## config.mk

```make
export PLATFORM = sky130hd
export DESIGN_NAME = iterative_divider32
export DESIGN_NICKNAME = d
export VERILOG_FILES = /design/src/rtl/iterative_divider32.sv
export SDC_FILE = /design/constraint.sdc
export NUM_CORES = 1
export LEC_CHECK = 0
export CORE_MARGIN = 4
export CORE_UTILIZATION = 40
export CTS_CLUSTER_DIAMETER = 80
export DETAILED_ROUTE_END_ITERATION = 12
export SLEW_MARGIN = 20
export SYNTH_ARGS = -nofsm -noshare
export SYNTH_HDL_FRONTEND = slang
export SYNTH_SLANG_ARGS = --single-unit
```

## constraint.sdc

```tcl
create_clock -name clk -period 4.4 [get_ports clk]
set_input_delay 0.88 -clock clk [delete_from_list [all_inputs] [get_ports clk]]
set_output_delay 0.88 -clock clk [all_outputs]
set_load 0.05 [all_outputs]
```

## src/rtl/iterative_divider32.sv

```systemverilog
// Multi-cycle radix-2 restoring divider for RV32M DIV/DIVU/REM/REMU with start/done handshake.
// Optional macro DIV_FAST_PATH_EN: short-circuit |a| < |b| in PREP (quotient 0, remainder a).
module iterative_divider32 #(
    parameter int WIDTH = 32
) (
    input  logic             clk,
    input  logic             rst_n,
    input  logic             start,
    input  logic             is_signed,
    input  logic             move_flush,
    input  logic [WIDTH-1:0] a,
    input  logic [WIDTH-1:0] b,
    output logic [WIDTH-1:0] quotient,
    output logic [WIDTH-1:0] remainder,
    output logic             done
);

    localparam int CW = $clog2(WIDTH);

    typedef enum logic [2:0] {IDLE, PREP, DIVIDE, FIXUP, FINISH} state_t;

    state_t           state_q, state_d;
    logic [WIDTH-1:0] a_q, a_d;
    logic [WIDTH-1:0] b_q, b_d;
    logic [WIDTH-1:0] dvd_q, dvd_d;
    logic [WIDTH-1:0] divisor_q, divisor_d;
    logic [WIDTH-1:0] rem_q, rem_d;
    logic [CW-1:0]    count_q, count_d;
    logic             signed_q, signed_d;
    logic             neg_q_q, neg_q_d;
    logic             neg_r_q, neg_r_d;
    logic [WIDTH-1:0] quotient_q, quotient_d;
    logic [WIDTH-1:0] remainder_q, remainder_d;

    logic [WIDTH:0]   shifted;
    logic [WIDTH:0]   diff;
    logic             overflow_case;

    assign shifted       = {rem_q, dvd_q[WIDTH-1]};
    assign diff          = shifted - {1'b0, divisor_q};
    assign overflow_case = signed_q && (a_q == {1'b1, {(WIDTH-1){1'b0}}}) && (b_q == {WIDTH{1'b1}});

    always_ff @(posedge clk or negedge rst_n) begin
        if (!rst_n) begin
            state_q     <= IDLE;
            a_q         <= '0;
            b_q         <= '0;
            dvd_q       <= '0;
            divisor_q   <= '0;
            rem_q       <= '0;
            count_q     <= '0;
            signed_q    <= 1'b0;
            neg_q_q     <= 1'b0;
            neg_r_q     <= 1'b0;
            quotient_q  <= '0;
            remainder_q <= '0;
        end else begin
            state_q     <= state_d;
            a_q         <= a_d;
            b_q         <= b_d;
            dvd_q       <= dvd_d;
            divisor_q   <= divisor_d;
            rem_q       <= rem_d;
            count_q     <= count_d;
            signed_q    <= signed_d;
            neg_q_q     <= neg_q_d;
            neg_r_q     <= neg_r_d;
            quotient_q  <= quotient_d;
            remainder_q <= remainder_d;
        end
    end

    always_comb begin
        state_d     = state_q;
        a_d         = a_q;
        b_d         = b_q;
        dvd_d       = dvd_q;
        divisor_d   = divisor_q;
        rem_d       = rem_q;
        count_d     = count_q;
        signed_d    = signed_q;
        neg_q_d     = neg_q_q;
        neg_r_d     = neg_r_q;
        quotient_d  = quotient_q;
        remainder_d = remainder_q;

        case (state_q)
            IDLE: begin
                if (start) begin
                    a_d       = a;
                    b_d       = b;
                    signed_d  = is_signed;
                    dvd_d     = (is_signed && a[WIDTH-1]) ? (~a + 1'b1) : a;
                    divisor_d = (is_signed && b[WIDTH-1]) ? (~b + 1'b1) : b;
                    neg_q_d   = is_signed && (a[WIDTH-1] ^ b[WIDTH-1]);
                    neg_r_d   = is_signed && a[WIDTH-1];
                    state_d   = PREP;
                end
            end
            // Special results are loaded unsigned with the sign flags cleared and
            // routed through FIXUP, so every result reaches the outputs the same way.
            PREP: begin
                if (divisor_q == '0) begin
                    dvd_d   = '1;
                    rem_d   = a_q;
                    neg_q_d = 1'b0;
                    neg_r_d = 1'b0;
                    state_d = FIXUP;
                end else if (overflow_case) begin
                    dvd_d   = {1'b1, {(WIDTH-1){1'b0}}};
                    rem_d   = '0;
                    neg_q_d = 1'b0;
                    neg_r_d = 1'b0;
                    state_d = FIXUP;
`ifdef DIV_FAST_PATH_EN
                end else if (dvd_q < divisor_q) begin
                    dvd_d   = '0;
                    rem_d   = a_q;
                    neg_q_d = 1'b0;
                    neg_r_d = 1'b0;
                    state_d = FIXUP;
`endif
                end else begin
                    rem_d   = '0;
                    count_d = '0;
                    state_d = DIVIDE;
                end
            end
            // Quotient bits shift into the dividend register as its bits shift out.
            DIVIDE: begin
                rem_d   = diff[WIDTH] ? shifted[WIDTH-1:0] : diff[WIDTH-1:0];
                dvd_d   = {dvd_q[WIDTH-2:0], ~diff[WIDTH]};
                count_d = count_q + 1'b1;
                if (count_q == CW'(WIDTH - 1)) begin
                    state_d = FIXUP;
                end
            end
            FIXUP: begin
                quotient_d  = neg_q_q ? (~dvd_q + 1'b1) : dvd_q;
                remainder_d = neg_r_q ? (~rem_q + 1'b1) : rem_q;
                state_d     = FINISH;
            end
            FINISH: begin
                if (!start) begin
                    state_d = IDLE;
                end
            end
            default: state_d = IDLE;
        endcase

        if (move_flush) begin
            state_d     = IDLE;
            a_d         = '0;
            b_d         = '0;
            dvd_d       = '0;
            divisor_d   = '0;
            rem_d       = '0;
            count_d     = '0;
            signed_d    = 1'b0;
            neg_q_d     = 1'b0;
            neg_r_d     = 1'b0;
            quotient_d  = '0;
            remainder_d = '0;
        end
    end

    assign quotient  = quotient_q;
    assign remainder = remainder_q;
    assign done      = (state_q == FINISH);

endmodule

```

==> run metrics, run 1 <==
slew margin rel.=31.8%; final wirelength=41.7 mm; crit path max fanout=16; crit path time final=3.77 ns; Syn Area/Cell=9.27 um2; cts hold-fix bufs=0; critical path type=register to register; Max Used Layer=met4; Post-synth EDFFs=0; Critical Path Source Type=register; Seq/Total Area, Yosys=41.9%; PortBufs=133; Die Area=0.0380 mm2; number of DRC markers in iteration 0=963; Cells after Synth=1,508; DRT antenna net count=0; max-slew violation count=0; Num Clock Sinks=234; die height=195 um; Final #Nets=1,719; initial antenna violation count=0; hold crit path type=input pin to async pin; Num CTS Buffers=26; switching power total=2.19 mW; top cell type's share of synthesized area=41.9%; WL met2=18.3 mm; ys async rst share=100%; Worst EP arrival=4.17 ns; WL per Instance=20.0 um; worst vdd ir=0.293 mV; Fillers=3,317; CP Cell Sequence=inv_1 > ha_1 > a21o_1 > or3_4 > o21ai_2 > nand4b_1 > a221o_1 > a311o_1 > nor2_8 > buf_4 > mux2i_1 > o21ai_0; CP required=4.80 ns; final instance area=0.0167 mm2; met1 wire length=20.2 mm; post-CTS setup buffers=0; P_leak=7.21 nW; sw frac=33.4%; IO Count=134; CP max stage delay=0.51 ns; clock input transition at the sequential cells of the worst setup and hold paths=0.06 ns; post-DP HPWL=30.7 mm; first-pass GRT wire length=67.0 mm; status=finished, final reports clean; post-route setup slack=0.630 ns; CTS tree=done; clock share of power=33.2%; PD cells=392 mW/mm2; clk_skew=0.0248 ns; antenna cell count=0; GR Overflow Total=0; RSZ-0062 raised after global routing=false; CP bufs+invs=2; max cap viols=0; Worst-Skew Late Latency=0.55 ns; Synthesis Warnings=0; final core occ=48.4%; most frequent cell after synthesis=dfrtp_1; Combinational Power Share=28.5%; Slowest-stage cell, CP=a311o_1; core area=0.0345 mm2; H-tree lvl count=1; dpl cell area=0.0159 mm2; register bit count reported by yosys=234; Die X=195 um; clk root buf=clkbuf_16; cell area after synthesis=0.0140 mm2; CTS max path bufs=3; crit end category=register; Commonest cells post-synth=dfrtp_1, nand2_1, o21ai_0; final hold viol count=0; Netlist cell types=71; largest delay contributor family on the critical path=compound AO/OA/AOI/OAI gates; dpl ws=0.472 ns; Setup TNS=0 ns; Synth area leaders=dfrtp_1, a22o_1, xor2_1, nand2_1, o21ai_0; # setup viols final=0; worst slew pin tran=1.02 ns; Total Power=6.54 mW; DR vias=12,000; Met3 Routed Length=2.21 mm; fraction of layout cells with a size suffix above 1=6.20%; post-cts resize count=0; vias in the first global route=11,800; area delta synth->final=19.4%; row cnt=68; crit share post-route=85.7%; Post-synth top flop=dfrtp_1; GP Congestion=0.890; largest net degree at the start of global routing=114; Starting Density=40.5%; Post-route DRC=0; sequential share of power=38.3%; Yosys top cell by area=dfrtp_1; gr usage total=21.3%; iteration count of the initial detailed-routing pass=5; via/cell ratio=5.76; Max Clk Rate=0.265 GHz; P_int=4.35 mW; Synth Net Count=1,616
worst paths after layout:
path	startpoint	end	slack [ns]	cells after the start
max	divisor_q[5]$_DFFE_PN0P_	rem_q[16]$_DFFE_PN0P_	0.63	12
max in group asynchronous	rst_n	rem_q[27]$_DFFE_PN0P_	2.99	2
min in group clk	remainder[12]$_DFFE_PN0P_	remainder[12]$_DFFE_PN0P_	0.48	2
max reg2reg	divisor_q[5]$_DFFE_PN0P_	rem_q[16]$_DFFE_PN0P_	0.63	12
min	rst_n	b_q[10]$_DFFE_PN0P_	0.40	1
min reg2reg	remainder[12]$_DFFE_PN0P_	remainder[12]$_DFFE_PN0P_	0.48	2
power by group through the flow:
| stage | registers (mW) | logic (mW) | clock network, mW |
|---|---|---|---|
| after floorplan | 2.47 | 1.37 | 0 |
| after global placement | 2.54 | 1.84 | 0 |
| final | 2.51 | 1.87 | 2.17 |
| after detailed placement | 2.54 | 1.85 | 0 |
| after global routing | 2.53 | 2.07 | 2.31 |
| after CTS | 2.50 | 1.86 | 2.22 |
per-layer routing:
| layer | track usage, % | vias up |
|---|---|---|
| met5 | 0 | - |
| met4 | 4.89 | 0 |
| met3 | 2.78 | 53 |
| met2 | 32.8 | 349 |
| met1 | 32.2 | 5849 |
| li1 | - | 5748 |
state kept, by name (all words and copies together), names as in the netlist:
name,flops
divisor_q,31
quotient,32
b_q,32
neg_q_q,1
dvd_q,32
signed_q,1
a_q,32
neg_r_q,1
rem_q,32
remainder,32
state_q,3
count_q,5
layout make-up:
cell class	instances	area, um2	area share (%)
repair buffers	165	1610	9.66
well taps	455	569	3.41
flip-flops and latches	234	5860	35.1
clock buffers	39	779	4.67
multi-input cells	1132	7620	45.6
clock inverters	7	73.8	0.442
inverters	52	195	1.17
through the flow:
step / hold WS [ns] / instances
after floorplan: 0.459 / 1508
after global placement: 0.461 / 2038
after detailed placement: 0.470 / 2038
after CTS: 0.462 / 2084
after global routing: 0.484 / 2084
final: 0.400 / 2084
kinds of logic after synthesis:
kind of cell / share of synthesized area, %
XOR/XNOR: 9.02
AND/OR/NAND/NOR: 15.2
flip-flops: 41.9
adder cells (fa/ha/maj): 3.54
buffers and inverters: 4.02
AO/OA/AOI/OAI: 24.7
multiplexers: 1.58
layout by cell type, fill, tap and decap left out, drive strengths merged, types with 4 or more instances in the layout:
cell           count
a21o              36
o21bai             5
or3               16
nor2b             12
nor4              28
xor2              84
a22o              97
nor3              34
mux2i             21
and3               7
nand2            181
o41ai              8
buf               33
o22ai              4
a221oi            41
inv               52
ha                38
nand4b             4
and2               8
clkdlybuf4s50    132
xnor2             60
nand4             16
o21ai            147
a22oi             15
clkinv             5
a221o             10
o31ai             25
nor2              63
or2                5
o21a               5
a21oi             68
a211oi             6
clkbuf            39
or4               13
nand2b            18
a31oi             12
nand3             12
dfrtp            234
Note: power is estimated with default switching activity, not from simulation.
==> inputs of run 2 (changes only) <==
--- a/config.mk
+++ b/config.mk
@@ -9,6 +9,7 @@
 export CORE_UTILIZATION = 40
 export CTS_CLUSTER_DIAMETER = 80
 export DETAILED_ROUTE_END_ITERATION = 12
+export PLACE_DENSITY_LB_ADDON = 0.2
 export SLEW_MARGIN = 20
 export SYNTH_ARGS = -nofsm -noshare
 export SYNTH_HDL_FRONTEND = slang
==> constraint.sdc (replaced) <==
create_clock -name clk -period 4.4 [get_ports clk]
set_input_delay 0.88 -clock clk [delete_from_list [all_inputs] [get_ports clk]]
set_output_delay 0.88 -clock clk [all_outputs]
set_load 0.005 [all_outputs]
==> run metrics, run 2 (synthesized netlist as in run 1, its figures left out) <==
Num Clock Sinks=234 (unchanged); antenna cell count=0 (unchanged); crit path max fanout=9 (-7); Worst EP arrival=4.25 ns (+0.08 ns); WL per Instance=20.0 um (about the same); final core occ=48.4% (about the same); RSZ-0062 raised after global routing=false; Critical Path Start=divisor_q[5]$_DFFE_PN0P_; PD cells=394 mW/mm2 (+0.62%); post-DP HPWL=30.5 mm (-0.59%); switching power total=2.17 mW (-0.94%); area delta synth->final=19.5% (about the same); gr usage total=21.3% (about the same); P_leak=7.22 nW (+0.17%); clk_skew=0.0125 ns (-0.0123 ns); Starting Density=40.5% (unchanged); max-slew violation count=0 (unchanged); die height=195 um (unchanged); final hold viol count=0 (unchanged); final wirelength=41.6 mm (about the same); Critical Path Source Type=register; Die X=195 um (unchanged); critical path type=register to register; sw frac=32.9% (-0.54 points); Fillers=3,327 (+0.30%); DR vias=12,100 (+1.1%); fraction of layout cells with a size suffix above 1=6.14% (-0.058 points); core area=0.0345 mm2 (unchanged); Die Area=0.0380 mm2 (unchanged); Worst R2R Path Depth=12 (unchanged); CP required=4.81 ns (about the same); crit path time final=3.84 ns (+0.0677 ns); GP Congestion=0.912 (+2.5%); RR Endpoint=rem_q[22]$_DFFE_PN0P_; reg-to-reg startpoint=divisor_q[5]$_DFFE_PN0P_; initial antenna violation count=0 (unchanged); crit end category=register; largest net degree at the start of global routing=106 (-7.0%); via/cell ratio=5.82 (+1.1%); cts hold-fix bufs=0 (unchanged); Combinational Power Share=28.2% (-0.3 points); slew margin rel.=29.1% (-2.7 points); Max Clk Rate=0.261 GHz (-1.8%); IO Count=134 (unchanged); crit share post-route=87.2% (+1.5 points); Num CTS Buffers=27 (+3.8%); max cap viols=0 (unchanged); sequential share of power=37.9% (-0.4 points); post-cts resize count=0 (unchanged); worst slew pin tran=1.06 ns (+0.0406 ns); clock share of power=33.9% (+0.7 points); clk root buf=clkbuf_16; first-pass GRT wire length=66.6 mm (-0.60%); row cnt=68 (unchanged); worst vdd ir=0.289 mV (-1.3%); vias in the first global route=11,700 (-0.45%); number of DRC markers in iteration 0=1,049 (+8.9%); Worst-Skew Late Latency=0.54 ns (about the same); PortBufs=133 (unchanged); GR Overflow Total=0 (unchanged); CTS tree=done; iteration count of the initial detailed-routing pass=7 (+2); H-tree lvl count=1 (unchanged); DRT antenna net count=0 (unchanged); # setup viols final=0 (unchanged); hold crit path type=input pin to async pin; Final #Nets=1,722 (+0.17%); status=finished, final reports clean; Setup TNS=0 ns (unchanged); r2r setup slk=0.56 ns (-0.07 ns); post-CTS setup buffers=0 (unchanged); clock input transition at the sequential cells of the worst setup and hold paths=0.06 ns (about the same); CTS max path bufs=3 (unchanged); most common cell after layout, fill and taps aside=dfrtp_1; P_int=4.42 mW (+1.5%); most frequent cells in the layout=dfrtp_1, nand2_1, o21ai_0; Post-route DRC=0 (unchanged)
[run 2: routing by layer]
| layer | vias up | wire length (um) | share of wire (%) | track usage [%] |
|---|---|---|---|---|
| li1 | 5766 | - | - | - |
| met2 | 368 | 18500 | 44 | 32.9 |
| met1 | 5928 | 19600 | 47 | 31.6 |
| met5 | - | 0 | 0 | 0 |
| met4 | 0 | 1170 | 2.8 | 5.30 |
| met3 | 64 | 2340 | 5.6 | 3.35 |
[run 2: worst max path at each step]
stage / end / slack, ns / cells after the start
global placement: dvd_q[31]$_DFFE_PN0P_ / 0.38 / 9
detailed placement: dvd_q[31]$_DFFE_PN0P_ / 0.35 / 9
global route: rem_q[23]$_DFFE_PN0P_ / 0.29 / 12
floorplan: rem_q[20]$_DFFE_PN0P_ / 1.16 / 13
finish: rem_q[22]$_DFFE_PN0P_ / 0.56 / 12
CTS: dvd_q[0]$_DFFE_PN0P_ / 0.57 / 11
[run 2: critical path, stage by stage (launching register included)]
cell	delay, ns
dfrtp_1	0.39
inv_1	0.08
ha_1	0.37
a21o_1	0.20
or3_4	0.34
o21ai_2	0.25
nand4b_1	0.14
a221o_1	0.46
a311o_1	0.52
or2_0	0.47
buf_4	0.26
a21oi_1	0.14
a21oi_1	0.08
[run 2: stage by stage]
step                power, mW  hold slack [ns]  instance area (um2)  setup WS (ns)  std cells
finish                   6.59            0.385                16700          0.562       2083
global route             6.92            0.467                16700          0.292       2083
CTS                      6.61            0.451                16700          0.568       2083
detailed placement       4.37            0.469                15900          0.354       2040
global placement         4.35            0.462                15900          0.375       2040
floorplan                3.82            0.459                14000           1.16       1508
[run 2: final cells by class]
type | count | area (um2) | area share (%)
flip-flops and latches | 234 | 5860 | 35.0
inverters | 52 | 195 | 1.17
repair buffers | 167 | 1620 | 9.67
clock buffers | 39 | 791 | 4.73
multi-input cells | 1132 | 7620 | 45.6
well taps | 455 | 569 | 3.40
clock inverters | 4 | 73.8 | 0.442
[run 2: power groups by stage]
stage | combinational [mW] | sequential (mW) | clock (mW)
2_1_floorplan | 1.37 | 2.45 | 0
3_3_place_gp | 1.82 | 2.53 | 0
3_5_place_dp | 1.84 | 2.53 | 0
4_1_cts | 1.85 | 2.49 | 2.27
5_1_grt | 2.05 | 2.52 | 2.35
6_report | 1.86 | 2.50 | 2.24
==> inputs of run 3 (changes only) <==
--- a/config.mk
+++ b/config.mk
@@ -9,8 +9,8 @@
 export CORE_UTILIZATION = 40
 export CTS_CLUSTER_DIAMETER = 80
 export DETAILED_ROUTE_END_ITERATION = 12
+export HOLD_SLACK_MARGIN = 0.02
 export PLACE_DENSITY_LB_ADDON = 0.2
-export SLEW_MARGIN = 20
 export SYNTH_ARGS = -nofsm -noshare
 export SYNTH_HDL_FRONTEND = slang
 export SYNTH_SLANG_ARGS = --single-unit
==> run metrics, run 3 (synthesized netlist as in run 1, its figures left out) <==
RSZ-0062 raised after global routing=false; crit share post-route=87.2% (unchanged); Max Clk Rate=0.261 GHz (unchanged); max cap viols=0 (unchanged); Worst R2R Path Depth=12 (unchanged); Die Area=0.0380 mm2 (unchanged); sequential share of power=37.9% (about the same); H-tree lvl count=1 (unchanged); PD cells=394 mW/mm2 (about the same); dpl cell area=0.0159 mm2 (unchanged); most common cell after layout, fill and taps aside=dfrtp_1; post-route setup slack=0.562 ns (unchanged); CTS tree=done; switching power total=2.17 mW (unchanged); first-pass GRT wire length=66.6 mm (unchanged); die height=195 um (unchanged); non-filler cells, final=2,083 (unchanged); core area=0.0345 mm2 (unchanged); max-slew violation count=0 (unchanged); Worst-Skew Late Latency=0.54 ns (about the same); initial antenna violation count=0 (unchanged); clock input transition at the sequential cells of the worst setup and hold paths=0.06 ns (about the same); CP max stage delay=0.52 ns (about the same); DRT antenna net count=0 (unchanged); CP bufs+invs=2 (unchanged); crit path time final=3.84 ns (unchanged); PortBufs=133 (unchanged); most frequent CP cell=a21oi_1; CP Cell Sequence=inv_1 > ha_1 > a21o_1 > or3_4 > o21ai_2 > nand4b_1 > a221o_1 > a311o_1 > or2_0 > buf_4 > a21oi_1 > a21oi_1; WL per Instance=20.0 um (unchanged); clk_skew=0.0125 ns (unchanged); Slowest-stage cell, CP=a311o_1; post-CTS setup buffers=0 (unchanged); antenna cell count=0 (unchanged); crit end category=register; P_int=4.42 mW (about the same); Num Clock Sinks=234 (unchanged); Num CTS Buffers=27 (unchanged); DR vias=12,100 (unchanged); clk root buf=clkbuf_16; worst vdd ir=0.289 mV (unchanged); hold crit path type=input pin to async pin; Setup TNS=0 ns (unchanged); Final #Nets=1,722 (unchanged); via/cell ratio=5.82 (unchanged); area delta synth->final=19.5% (about the same); dpl ws=0.354 ns (unchanged); final wirelength=41.6 mm (unchanged); CTS max path bufs=3 (unchanged); RR Endpoint=rem_q[22]$_DFFE_PN0P_; largest net degree at the start of global routing=106 (unchanged); number of DRC markers in iteration 0=1,049 (unchanged); P_leak=7.22 nW (about the same); final instance area=0.0167 mm2 (about the same); post-DP HPWL=30.5 mm (unchanged); reg-to-reg startpoint=divisor_q[5]$_DFFE_PN0P_; GR Overflow Total=0 (unchanged); post-cts resize count=0 (unchanged); gr usage total=21.3% (unchanged); largest delay contributor family on the critical path=compound AO/OA/AOI/OAI gates; Combinational Power Share=28.2% (about the same); IO Count=134 (unchanged); final hold viol count=0 (unchanged); Starting Density=40.5% (unchanged); worst slew pin tran=1.08 ns (+0.0169 ns); slew margin rel.=28.2% (-0.96 points); Cell Count Post-Placement=2,040 (unchanged); cts hold-fix bufs=0 (unchanged); Post-route DRC=0 (unchanged); sw frac=32.9% (about the same); final core occ=48.4% (about the same); r2r setup slk=0.56 ns (about the same); Worst EP arrival=4.25 ns (about the same); vias in the first global route=11,700 (unchanged); GP Congestion=0.912 (unchanged); status=finished, final reports clean; iteration count of the initial detailed-routing pass=7 (unchanged); critical path type=register to register; clock share of power=33.9% (about the same); CP required=4.81 ns (about the same); # setup viols final=0 (unchanged); most frequent cells in the layout=dfrtp_1, nand2_1, o21ai_0; crit path max fanout=9 (unchanged); Die X=195 um (unchanged); row cnt=68 (unchanged); fraction of layout cells with a size suffix above 1=6.08% (-0.061 points); Critical Path Source Type=register
==> run 3: cell counts in the layout (fill, tap and decap cells not counted) <==
Identical to the previous run, type by type.
==> run 3: metal layers <==
layer | wire length, um | part of all wire (%) | GRT usage [%] | vias up
li1 | - | - | - | 5766
met1 | 19600 | 47 | 31.6 | 5928
met2 | 18500 | 44 | 32.9 | 368
met3 | 2340 | 5.6 | 3.35 | 64
met4 | 1170 | 2.8 | 5.30 | 0
met5 | 0 | 0 | 0 | -
==> run 3: per-stage QoR <==
| stage | hold WS [ns] | total power [mW] |
|---|---|---|
| after CTS | 0.451 | 6.61 |
| after global placement | 0.462 | 4.35 |
| final | 0.385 | 6.59 |
| after floorplan | 0.459 | 3.82 |
| after detailed placement | 0.469 | 4.37 |
| after global routing | 0.467 | 6.92 |
==> run 3: power groups by stage <==
| stage | registers (mW) | logic, mW | clock network (mW) |
|---|---|---|---|
| 6_report | 2.50 | 1.86 | 2.24 |
| 5_1_grt | 2.52 | 2.06 | 2.35 |
| 4_1_cts | 2.49 | 1.85 | 2.27 |
| 3_5_place_dp | 2.53 | 1.84 | 0 |
| 3_3_place_gp | 2.53 | 1.82 | 0 |
| 2_1_floorplan | 2.45 | 1.37 | 0 |
==> run 3: layout make-up <==
cell class,count,area (um2)
clock inverter,4,73.8
multi-input combinational,1132,7620
sequential,234,5860
timing repair buffer,167,1620
fill,3328,17800
clock buffer,39,791
tap,455,569
inverter,52,195
==> run 3: worst max path at each step <==
stage	slack, ns	end	start	cells past startpoint
after floorplan	1.16	rem_q[20]$_DFFE_PN0P_	rem_q[4]$_DFFE_PN0P_	13
after global placement	0.38	dvd_q[31]$_DFFE_PN0P_	a[8]	9
after detailed placement	0.35	dvd_q[31]$_DFFE_PN0P_	a[8]	9
after CTS	0.57	dvd_q[0]$_DFFE_PN0P_	divisor_q[5]$_DFFE_PN0P_	11
after global routing	0.29	rem_q[23]$_DFFE_PN0P_	b_q[0]$_DFFE_PN0P_	12
final	0.56	rem_q[22]$_DFFE_PN0P_	divisor_q[5]$_DFFE_PN0P_	12
